**config.mk**
```make
export PLATFORM = sky130hd
export DESIGN_NAME = cp0_unit
export DESIGN_NICKNAME = d
export VERILOG_FILES = /design/src/rtl/cp0_unit.sv
export SDC_FILE = /design/constraint.sdc
export NUM_CORES = 1
export LEC_CHECK = 0
export ABC_CLOCK_PERIOD_IN_PS = 6000
export BUFFER_PORTS_ARGS = -buffer_cell sky130_fd_sc_hd__buf_4
export CAP_MARGIN = 40
export CORE_ASPECT_RATIO = 1.5
export CORE_MARGIN = 3
export CORE_UTILIZATION = 59
export DETAILED_ROUTE_END_ITERATION = 6
export PLACE_DENSITY = 0.83
export SLEW_MARGIN = 10
export SYNTH_ARGS = -nofsm -noshare
export SYNTH_HDL_FRONTEND = slang
export SYNTH_SLANG_ARGS = --single-unit
```
**constraint.sdc**
```tcl
create_clock -name clk -period 6 [get_ports clk]
set_input_delay 1.2 -clock clk [delete_from_list [all_inputs] [get_ports clk]]
set_output_delay 1.2 -clock clk [all_outputs]
set_load 0.005 [all_outputs]
```
**src/rtl/cp0_unit.sv**
```systemverilog
// Coprocessor 0 with a configurable number of hardware interrupt lines and an optional Count/Compare timer.
// It sits beside the M stage, raises Req to flush the pipeline, and serves mfc0/mtc0 accesses.
module cp0_unit #(
  parameter int          HWINT_W   = 6,
  parameter bit          HAS_TIMER = 1'b1,
  parameter logic [31:0] PRID      = 32'h0000_7f01
) (
  input  logic               clk,
  input  logic               reset,
  input  logic [4:0]         A,
  input  logic [31:0]        DIn,
  input  logic               WE,
  input  logic [29:0]        PC,
  input  logic               bdIn,
  input  logic [4:0]         ExcCodeIn,
  input  logic [HWINT_W-1:0] HWInt,
  input  logic               EXLClr,
  output logic               Req,
  output logic [31:0]        EPCout,
  output logic [31:0]        Dout,
  output logic               TimerInt
);

  localparam logic [4:0] ADDR_COUNT   = 5'd9;
  localparam logic [4:0] ADDR_COMPARE = 5'd11;
  localparam logic [4:0] ADDR_SR      = 5'd12;
  localparam logic [4:0] ADDR_CAUSE   = 5'd13;
  localparam logic [4:0] ADDR_EPC     = 5'd14;
  localparam logic [4:0] ADDR_PRID    = 5'd15;

  logic [5:0]  im_q;
  logic        exl_q, ie_q;
  logic        bd_q;
  logic [5:0]  ip_q, ip_d;
  logic [4:0]  exccode_q;
  logic [31:0] epc_q;
  logic [31:0] count_q, compare_q;
  logic        pend_q;

  logic irq, exc;
  logic wr_en;

  // IP[15:10] is held in ip_q[5:0]; the timer flag shares the top line.
  always_comb begin
    ip_d = '0;
    for (int i = 0; i < HWINT_W; i++) ip_d[i] = HWInt[i];
    ip_d[5] = ip_d[5] | pend_q;
  end

  assign irq   = (|(ip_q & im_q)) & ie_q & ~exl_q;
  assign exc   = (ExcCodeIn != 5'd0) & ~exl_q;
  assign Req   = irq | exc;
  assign wr_en = WE & ~Req;

  // NOTE: all state below uses non-blocking assignments so every register samples pre-edge values.
  always_ff @(posedge clk) begin
    if (reset) begin
      im_q      <= '0;
      exl_q     <= 1'b0;
      ie_q      <= 1'b0;
      bd_q      <= 1'b0;
      ip_q      <= '0;
      exccode_q <= '0;
      epc_q     <= '0;
    end else begin
      ip_q <= ip_d;
      if (Req) begin
        exl_q     <= 1'b1;
        bd_q      <= bdIn;
        exccode_q <= irq ? 5'd0 : ExcCodeIn;
        epc_q     <= bdIn ? {PC - 30'd1, 2'b00} : {PC, 2'b00};
      end else begin
        if (EXLClr) exl_q <= 1'b0;
        if (WE && A == ADDR_SR) begin
          im_q  <= DIn[15:10];
          exl_q <= DIn[1];
          ie_q  <= DIn[0];
        end
        if (WE && A == ADDR_EPC) epc_q <= {DIn[31:2], 2'b00};
      end
    end
  end

  generate
    if (HAS_TIMER) begin : g_timer
      always_ff @(posedge clk) begin
        if (reset) begin
          count_q   <= '0;
          compare_q <= 32'hFFFF_FFFF;
          pend_q    <= 1'b0;
        end else begin
          if (wr_en && A == ADDR_COUNT) count_q <= DIn;
          else                          count_q <= count_q + 32'd1;
          // A Compare write acknowledges the timer, even on a match cycle.
          if (wr_en && A == ADDR_COMPARE) begin
            compare_q <= DIn;
            pend_q    <= 1'b0;
          end else if (count_q == compare_q) begin
            pend_q <= 1'b1;
          end
        end
      end
    end else begin : g_no_timer
      assign count_q   = '0;
      assign compare_q = '0;
      assign pend_q    = 1'b0;
    end
  endgenerate

  assign TimerInt = pend_q;
  assign EPCout   = epc_q;

  always_comb begin
    Dout = '0;
    case (A)
      ADDR_COUNT:   Dout = count_q;
      ADDR_COMPARE: Dout = compare_q;
      ADDR_SR:      Dout = {16'd0, im_q, 8'd0, exl_q, ie_q};
      ADDR_CAUSE:   Dout = {bd_q, 15'd0, ip_q, 3'd0, exccode_q, 2'd0};
      ADDR_EPC:     Dout = epc_q;
      ADDR_PRID:    Dout = PRID;
      default:      Dout = '0;
    endcase
  end

endmodule

```
==> out/results.md, run 1 <==
| Group | Item | Value |
|---|---|---|
| worst setup path | Capture instance of the worst register-to-register path | EPCout[30] |
| worst setup path | Worst setup path class | in -> out |
| worst setup path | CP Max Fanout | 36 |
| worst setup path | Cell with the largest stage delay on the worst path | sky130_fd_sc_hd__clkinv_1 |
| worst setup path | R2R Path Start | im_q[4] |
| sta | Tightest hold margin | 0.4678 ns |
| global routing | Pin count of the biggest net entering global routing | 70 |
| synthesis | Async S/R FF share, synth | 0% |
| layout | Final design area excluding fillers | 8307 sq um |
| worst setup path | Critical path launch point type | input pin |
| sta | Max Freq | 226.4 MHz |
| global routing | Remaining Overflow, GRT | 0 |
| layout | Final Non-Filler Cells | 1102 |
| layout | Leading cell type in the layout, fill and taps excluded | sky130_fd_sc_hd__buf_4 |
| synthesis | Sequential element share of the synthesized area | 34.68% |
| cts | H-tree depth reported by CTS | 4 |
| placed design | GPL Wtd Cong | 0.9864 |
| placed design | Cell area after placement | 7715 sq um |
| cts | Number of cells upsized or downsized after cts | 0 |
| sta | RSZ-0062 raised after global routing | no |
| global routing | GR Util met3 | 7.530% |
| layout | Most frequent cells in the layout | 152 x sky130_fd_sc_hd__buf_4, 115 x sky130_fd_sc_hd__dfxtp_1, 91 x sky130_fd_sc_hd__nor2_1, 76 x sky130_fd_sc_hd__a21oi_1, 67 x sky130_fd_sc_hd__xnor2_1 |
| min path | Endpoint of the worst hold path | exccode_q[2] |
| layout | Layout cell share with drive strength beyond 1 | 22.03% |
| min path | Class of the tightest hold or removal check | reg -> reg |
| cts | Root Buffer Master | sky130_fd_sc_hd__clkbuf_16 |
| power | Areal power density over the cells | 253.0 nW/um^2 |
| drt | Number of DRC markers in iteration 0 | 761 |
| synthesis | YS warnings | 0 |
| synthesis | Count of cell types in the netlist | 53 |
| worst setup path | Setup slack on the worst flop-to-flop path | 3.14 ns |
| sta | Clock tree skew after final layout | 0.009362 ns |
| cts | CTS Sinks | 115 |
| floorplanning | Initial standard-cell utilization of the core | 61.68% |
| drt | Post-detailed-route via-to-cell ratio | 6.451 |
| sta | Pins Over Slew Limit | 0 |
| layout | Number of inserted diodes | 0 |
| floorplanning | Cell Rows | 46 |
| synthesis | Cell count after synthesis | 839 |
| floorplanning | Die ar. | 12590 sq um |
| cts | Clock transition at the registers of the reported paths | 0.05 ns |
| global routing | Number of global-route vias before repair | 6986 |
| cts | Clock Tree Buf Depth | 2 |
| sta | Final Critical Period | 4.417 ns |
| cts | CTS buffer count | 17 |
| global routing | Global-route wire length before repair | 36070 microns |
| placed design | Placed cells | 1071 |
| cts | Worst-Skew Late Latency | 0.42 ns |
| worst setup path | R2R depth | 7 |
| placed design | # port buffers | 146 |
| floorplanning | Core outline area | 10760 sq um |
| synthesis | Synthesized area divided by synthesized cell count | 7.913 sq um |
| cts | Clock tree from TritonCTS | done |
| worst setup path | Cell type with the highest occurrence count on the critical path | sky130_fd_sc_hd__buf_4 |
| power | Peak supply drop | 0.1865 mV |
| layout | Fill count | 795 |
| synthesis | Library cell occupying the most area in the post-synthesis netlist | sky130_fd_sc_hd__dfxtp_1 |
| sta | Slew at the pin closest to its max-slew limit | 0.8536 ns |
| global routing | Most congested layer reported by global routing | met2 |
| worst setup path | List of cells traversed by the critical path | buf_4, nor3_1, a21oi_1, nor2_2, buf_4, clkinv_1, buf_4 |
| drt | Via count | 7109 |
| global routing | Antenna violations before repair | 0 |
| layout | Number of nets in the layout | 1031 |
| synthesis | Number of synthesized register bits | 115 |
| cts | Buffers inserted during post-CTS setup optimization | 0 |
| worst setup path | Element type at the critical path end | primary output |
| sta | Max_slew headroom | 42.57% |
| status | Outcome | completed |
| synthesis | Post-synthesis cell area | 6639 sq um |
| floorplanning | Vertical die dimension | 135.9 microns |
| floorplanning | Boundary pin count | 149 |
| global routing | Met2 usage in global routing | 63.38% |
| sta | Final hold vios | 0 |
| synthesis | Cell types occupying the most area after synthesis | sky130_fd_sc_hd__dfxtp_1 35%, sky130_fd_sc_hd__xnor2_1 8.8%, sky130_fd_sc_hd__a21oi_1 5.7% |
| drt | Final wirelength | 23470 microns |
| cts | Hold bufs inserted after CTS | 0 |
| min path | Beginning of the worst hold path | exccode_q[2] |
| drt | Pre-Repair DR Iteration Count | 6 |
| worst setup path | Largest incremental delay on the critical path | 0.72 ns |
| worst setup path | Sum of buffers and inverters on the critical path | 4 |
| synthesis | Count of flip-flops with a built-in enable after synthesis | 0 |
| sta | Endpoints failing setup | 0 |
| power | LEAKAGE | 3.129 nW |
| sta | Setup TNS | 0 ns |
| drt | Routed wire length per instance | 21.29 microns |
| worst setup path | Arrival time of data at the critical path endpoint | 3.22 ns |
| floorplanning | DIE WIDTH | 92.61 microns |
| worst setup path | Gate family responsible for the most delay along the worst path | buffers and inverters |
| min path | Number of stages on the worst hold path | 2 |
| sta | Portion of the clock cycle consumed by the worst path in the final layout | 73.62% |
| placed design | Half-perimeter wire length of the detailed placement result | 16920 microns |
| drt | Post-route DRC violation count | 0 |
| global routing | Gr usage total | 36.95% |
| synthesis | Top-area cell type share of the netlist area | 34.68% |
| worst setup path | Critical path required time | 4.80 ns |
| global routing | Met1 global-route usage | 40.49% |
| synthesis | Ys flop type | sky130_fd_sc_hd__dfxtp_1 |
| flow run | Number of max-cap violations | 0 |
| drt | Count of antenna-violating nets left after detailed routing | 0 |
| layout | Area added between synthesis and finish | 25.12% |
## worst max-delay path by stage
stage	from	to	slack [ns]	depth (start not counted)
3_5_place_dp	ExcCodeIn[0]	Req	1.64	7
6_report	ExcCodeIn[0]	Req	1.58	7
4_1_cts	ExcCodeIn[0]	Req	1.62	7
2_1_floorplan	A[4]	Dout[2]	2.32	6
3_3_place_gp	A[4]	Dout[3]	1.47	7
5_1_grt	ExcCodeIn[0]	Req	1.43	7
## per-stage QoR
| stage | total power [mW] | setup slack (ns) | util [%] |
|---|---|---|---|
| floorplan | 0.9525 | 2.319 | - |
| global placement | 1.086 | 1.467 | 71.26 |
| detailed placement | 1.094 | 1.641 | 71.68 |
| CTS | 2.098 | 1.624 | 77.18 |
| global route | 2.163 | 1.425 | 77.18 |
| finish | 2.102 | 1.583 | 77.18 |
## worst register-to-register path, stage by stage, from the launching register on
cell and delay, ns:
sky130_fd_sc_hd__dfxtp_1 0.33, sky130_fd_sc_hd__a22oi_1 0.29, sky130_fd_sc_hd__a311oi_1 0.29, sky130_fd_sc_hd__nor2_2 0.16, sky130_fd_sc_hd__buf_4 0.34, sky130_fd_sc_hd__clkinv_1 0.73
sky130_fd_sc_hd__a31oi_1 0.43, sky130_fd_sc_hd__a221oi_1 0.12
## sequential cells by signal, summed over array words and instances, names as in the netlist, 5 cells and up
name and count:
exccode_q 5, count_q 32, ip_q 6, im_q 6, EPCout 30, compare_q 32
## cell usage after synthesis (2+ instances only)
| cell type | n |
|---|---|
| sky130_fd_sc_hd__a211oi_1 | 22 |
| sky130_fd_sc_hd__a21o_1 | 3 |
| sky130_fd_sc_hd__a21oi_1 | 76 |
| sky130_fd_sc_hd__a221oi_1 | 2 |
| sky130_fd_sc_hd__a222oi_1 | 6 |
| sky130_fd_sc_hd__a22oi_1 | 16 |
| sky130_fd_sc_hd__a311oi_1 | 16 |
| sky130_fd_sc_hd__a31oi_1 | 3 |
| sky130_fd_sc_hd__and2_0 | 2 |
| sky130_fd_sc_hd__and2_1 | 2 |
| sky130_fd_sc_hd__and3_1 | 5 |
| sky130_fd_sc_hd__and4_1 | 3 |
| sky130_fd_sc_hd__buf_1 | 4 |
| sky130_fd_sc_hd__buf_2 | 4 |
| sky130_fd_sc_hd__buf_4 | 2 |
| sky130_fd_sc_hd__clkbuf_1 | 55 |
| sky130_fd_sc_hd__clkbuf_8 | 3 |
| sky130_fd_sc_hd__dfxtp_1 | 115 |
| sky130_fd_sc_hd__ha_1 | 2 |
| sky130_fd_sc_hd__inv_1 | 11 |
| sky130_fd_sc_hd__mux2_2 | 15 |
| sky130_fd_sc_hd__mux2i_1 | 27 |
| sky130_fd_sc_hd__nand2_1 | 55 |
| sky130_fd_sc_hd__nand2b_1 | 3 |
| sky130_fd_sc_hd__nand3_1 | 33 |
| sky130_fd_sc_hd__nand3b_1 | 3 |
| sky130_fd_sc_hd__nand4_1 | 23 |
| sky130_fd_sc_hd__nand4b_1 | 3 |
| sky130_fd_sc_hd__nor2_1 | 92 |
| sky130_fd_sc_hd__nor2b_1 | 6 |
| sky130_fd_sc_hd__nor3_1 | 54 |
| sky130_fd_sc_hd__nor4_1 | 8 |
| sky130_fd_sc_hd__nor4bb_1 | 2 |
| sky130_fd_sc_hd__o211ai_1 | 5 |
| sky130_fd_sc_hd__o21ai_0 | 48 |
| sky130_fd_sc_hd__o31ai_1 | 2 |
| sky130_fd_sc_hd__or2_2 | 2 |
| sky130_fd_sc_hd__or3_1 | 3 |
| sky130_fd_sc_hd__or4_1 | 5 |
| sky130_fd_sc_hd__xnor2_1 | 67 |
| sky130_fd_sc_hd__xor2_1 | 19 |
## power by group
part | leakage [nW] | switching [mW] | internal, mW
sequential | 0.940 | 0.0338 | 0.794
combinational | 1.91 | 0.139 | 0.122
clock | 0.282 | 0.364 | 0.649
## cells by family after synthesis
group / count (synthesis) / share of synthesized area [%]
other: 1 / 0.05649
AND/OR/NAND/NOR: 311 / 23.01
multiplexers: 42 / 6.615
flip-flops: 115 / 34.68
XOR/XNOR: 86 / 11.35
buffers and inverters: 81 / 5.333
AO/OA/AOI/OAI: 201 / 18.58
adder cells (fa/ha/maj): 2 / 0.3769
## routing by layer
metal | vias to the layer above | part of all wire [%]
li1 | 3231 | -
met1 | 3298 | 35
met2 | 465 | 49
met3 | 115 | 8.6
met4 | 0 | 7.5
met5 | - | 0
## layout make-up
class | instances | area [sq um] | share of cell area [%]
well taps | 144 | 180.2 | 2.169
inverters | 12 | 45.04 | 0.5423
clock buffers | 18 | 429.2 | 5.166
multi-input cells | 644 | 4001 | 48.17
clock inverters | 13 | 162.7 | 1.958
flip-flops and latches | 115 | 2302 | 27.72
repair buffers | 156 | 1186 | 14.28
(Power assumes the default switching activity.)
==> inputs of run 2 (changes only) <==
Settings changed: ABC_CLOCK_PERIOD_IN_PS 6000 to 4200, CORE_UTILIZATION 59 to 55, PLACE_DENSITY 0.83 to 0.78.
Clock period 6 ns to 4.2 ns, I/O delays scaled along.
==> out/results.md, run 2 (synthesis results as in run 1) <==
| Group | Item | Value | Change |
|---|---|---|---|
| status | Outcome | completed |  |
| power | Areal power density over the cells | 373.5 nW/um^2 | +48% |
| floorplanning | DIE WIDTH | 95.71 microns | +3.3% |
| placed design | GPL Wtd Cong | 0.9235 | -6.4% |
| layout | Layout cell share with drive strength beyond 1 | 22.35% | +0.32 points |
| sta | Final Critical Period | 3.606 ns |  |
| sta | Slew at the pin closest to its max-slew limit | 0.8274 ns | -0.02620 ns |
| sta | RSZ-0062 raised after global routing | no |  |
| drt | Routed wire length per instance | 20.95 microns | -1.6% |
| global routing | Number of global-route vias before repair | 6698 | -4.1% |
| floorplanning | Initial standard-cell utilization of the core | 56.98% | -4.7 points |
| placed design | Cell area after placement | 7757 sq um | +0.55% |
| layout | Final Non-Filler Cells | 1112 | +0.91% |
| worst setup path | Cell type with the highest occurrence count on the critical path | sky130_fd_sc_hd__buf_4 |  |
| layout | Most frequent cells in the layout | 155 x sky130_fd_sc_hd__buf_4, 115 x sky130_fd_sc_hd__dfxtp_1, 91 x sky130_fd_sc_hd__nor2_1, 76 x sky130_fd_sc_hd__a21oi_1, 67 x sky130_fd_sc_hd__xnor2_1 |  |
| global routing | Global-route wire length before repair | 35720 microns | -0.98% |
| worst setup path | List of cells traversed by the critical path | buf_4, nor4bb_1, and2_1, buf_12, a22oi_1, o21ai_0, buf_4 |  |
| layout | Leading cell type in the layout, fill and taps excluded | sky130_fd_sc_hd__buf_4 |  |
| sta | Max Freq | 277.3 MHz |  |
| cts | Hold bufs inserted after CTS | 0 | unchanged |
| floorplanning | Die ar. | 13450 sq um | +6.9% |
| drt | Count of antenna-violating nets left after detailed routing | 0 | unchanged |
| drt | Via count | 7005 | -1.5% |
| worst setup path | Gate family responsible for the most delay along the worst path | simple AND/OR/NAND/NOR gates |  |
| power | LEAKAGE | 3.171 nW | +1.3% |
| worst setup path | Element type at the critical path end | primary output |  |
| layout | Number of inserted diodes | 0 | unchanged |
| layout | Area added between synthesis and finish | 26.48% |  |
| sta | Portion of the clock cycle consumed by the worst path in the final layout | 85.85% |  |
| drt | Pre-Repair DR Iteration Count | 7 | +1 |
| floorplanning | Boundary pin count | 149 | unchanged |
| drt | Number of DRC markers in iteration 0 | 580 | -24% |
| worst setup path | Cell with the largest stage delay on the worst path | sky130_fd_sc_hd__nor4bb_1 |  |
| placed design | Placed cells | 1080 | +0.84% |
| sta | Max_slew headroom | 44.54% | +2.0 points |
| placed design | # port buffers | 146 | unchanged |
| worst setup path | Critical path required time | 3.36 ns | -1.44 ns |
| cts | H-tree depth reported by CTS | 4 | unchanged |
| sta | Clock tree skew after final layout | 0.01116 ns | +0.001795 ns |
| min path | Class of the tightest hold or removal check | reg -> reg |  |
| floorplanning | Core outline area | 11650 sq um | +8.3% |
| cts | Worst-Skew Late Latency | 0.41 ns | about the same |
| worst setup path | Arrival time of data at the critical path endpoint | 2.77 ns | -0.45 ns |
| cts | Clock tree from TritonCTS | done |  |
| layout | Final design area excluding fillers | 8397 sq um | +1.1% |
| worst setup path | Sum of buffers and inverters on the critical path | 3 | -1 |
| global routing | Pin count of the biggest net entering global routing | 79 | +13% |
| cts | Root Buffer Master | sky130_fd_sc_hd__clkbuf_16 |  |
| sta | Endpoints failing setup | 0 | unchanged |
| sta | Setup TNS | 0 ns | unchanged |
| cts | Number of cells upsized or downsized after cts | 0 | unchanged |
| cts | Clock Tree Buf Depth | 2 | unchanged |
| cts | Buffers inserted during post-CTS setup optimization | 0 | unchanged |
| power | Peak supply drop | 0.2581 mV | +38% |
| floorplanning | Vertical die dimension | 140.6 microns | +3.4% |
| placed design | Half-perimeter wire length of the detailed placement result | 17090 microns | +1.0% |
| cts | Clock transition at the registers of the reported paths | 0.05 ns | about the same |
| flow run | Number of max-cap violations | 0 | unchanged |
| layout | Number of nets in the layout | 1034 | +0.29% |
| cts | CTS Sinks | 115 | unchanged |
| layout | Fill count | 957 | +20% |
| sta | Pins Over Slew Limit | 0 | unchanged |
| drt | Final wirelength | 23300 microns | -0.71% |
| worst setup path | CP Max Fanout | 34 | -5.6% |
| worst setup path | Worst setup path class | in -> out |  |
| drt | Post-detailed-route via-to-cell ratio | 6.299 | -2.3% |
| worst setup path | Largest incremental delay on the critical path | 0.58 ns | -0.14 ns |
| floorplanning | Cell Rows | 48 | +4.3% |
| cts | CTS buffer count | 17 | unchanged |
| worst setup path | Critical path launch point type | input pin |  |
| power | Overall power | 3.136 mW | +49% |
| drt | Post-route DRC violation count | 0 | unchanged |
| global routing | Antenna violations before repair | 0 | unchanged |
| sta | Final hold vios | 0 | unchanged |
| global routing | Remaining Overflow, GRT | 0 | unchanged |
| global routing | Gr usage total | 34.64% | -2.3 points |
==> run 2: changes by cell type in the layout (fill, tap and decap cells not counted), sizes merged <==
cell / delta
bufinv: +2
clkinv: -2
inv: +1
buf: +3
==> run 2: where the power goes <==
part           internal (mW)  switching (mW)  leakage [nW]
logic                  0.176           0.199          1.92
registers               1.13          0.0457         0.940
clock network           1.05           0.533         0.306
==> run 2: cell type report <==
| class | count | area (sq um) | share of cell area (%) |
|---|---|---|---|
| Clock inverter | 14 | 210.2 | 2.503 |
| Timing Repair Buffer | 159 | 1221 | 14.54 |
| Inverter | 12 | 45.04 | 0.5364 |
| Clock buffer | 18 | 429.2 | 5.111 |
| Multi-Input combinational cell | 644 | 4001 | 47.65 |
| Tap cell | 150 | 187.7 | 2.235 |
| Sequential cell | 115 | 2302 | 27.42 |
==> run 2: path summary, 6_finish.rpt <==
kind | to | from | slack, ns | cells after the start
worst max register to register | count_q[3] | ip_q[5] | 1.50 | 7
worst max-delay path | Dout[31] | A[4] | 0.59 | 7
worst min-delay path | exccode_q[0] | exccode_q[0] | 0.45 | 2
worst min register to register | exccode_q[0] | exccode_q[0] | 0.45 | 2
==> run 2: layer usage <==
layer  vias to the layer above  global-route usage (%)  routed length (microns)
li1                       3243                       -                        -
met1                      3257                   41.42                     8573
met2                       412                   55.68                    11240
met3                        93                   6.824                     2117
met4                         0                   21.81                     1367
met5                         -                       0                        0
==> run 2: metrics by stage <==
step                      setup slack, ns  utilization, %  hold WS, ns
after floorplan                     1.239               -       0.4316
after global placement             0.6937           66.26       0.4413
after detailed placement           0.6325           66.58       0.4445
after CTS                          0.6135           72.07       0.4504
after global routing               0.5206           72.07       0.4717
final                              0.5942           72.07       0.4500
==> run 2: worst min-delay path: stages (launching register included) <==
cell and delay, ns:
sky130_fd_sc_hd__dfxtp_1 0.31, sky130_fd_sc_hd__nand2_1 0.05, sky130_fd_sc_hd__a21oi_1 0.05
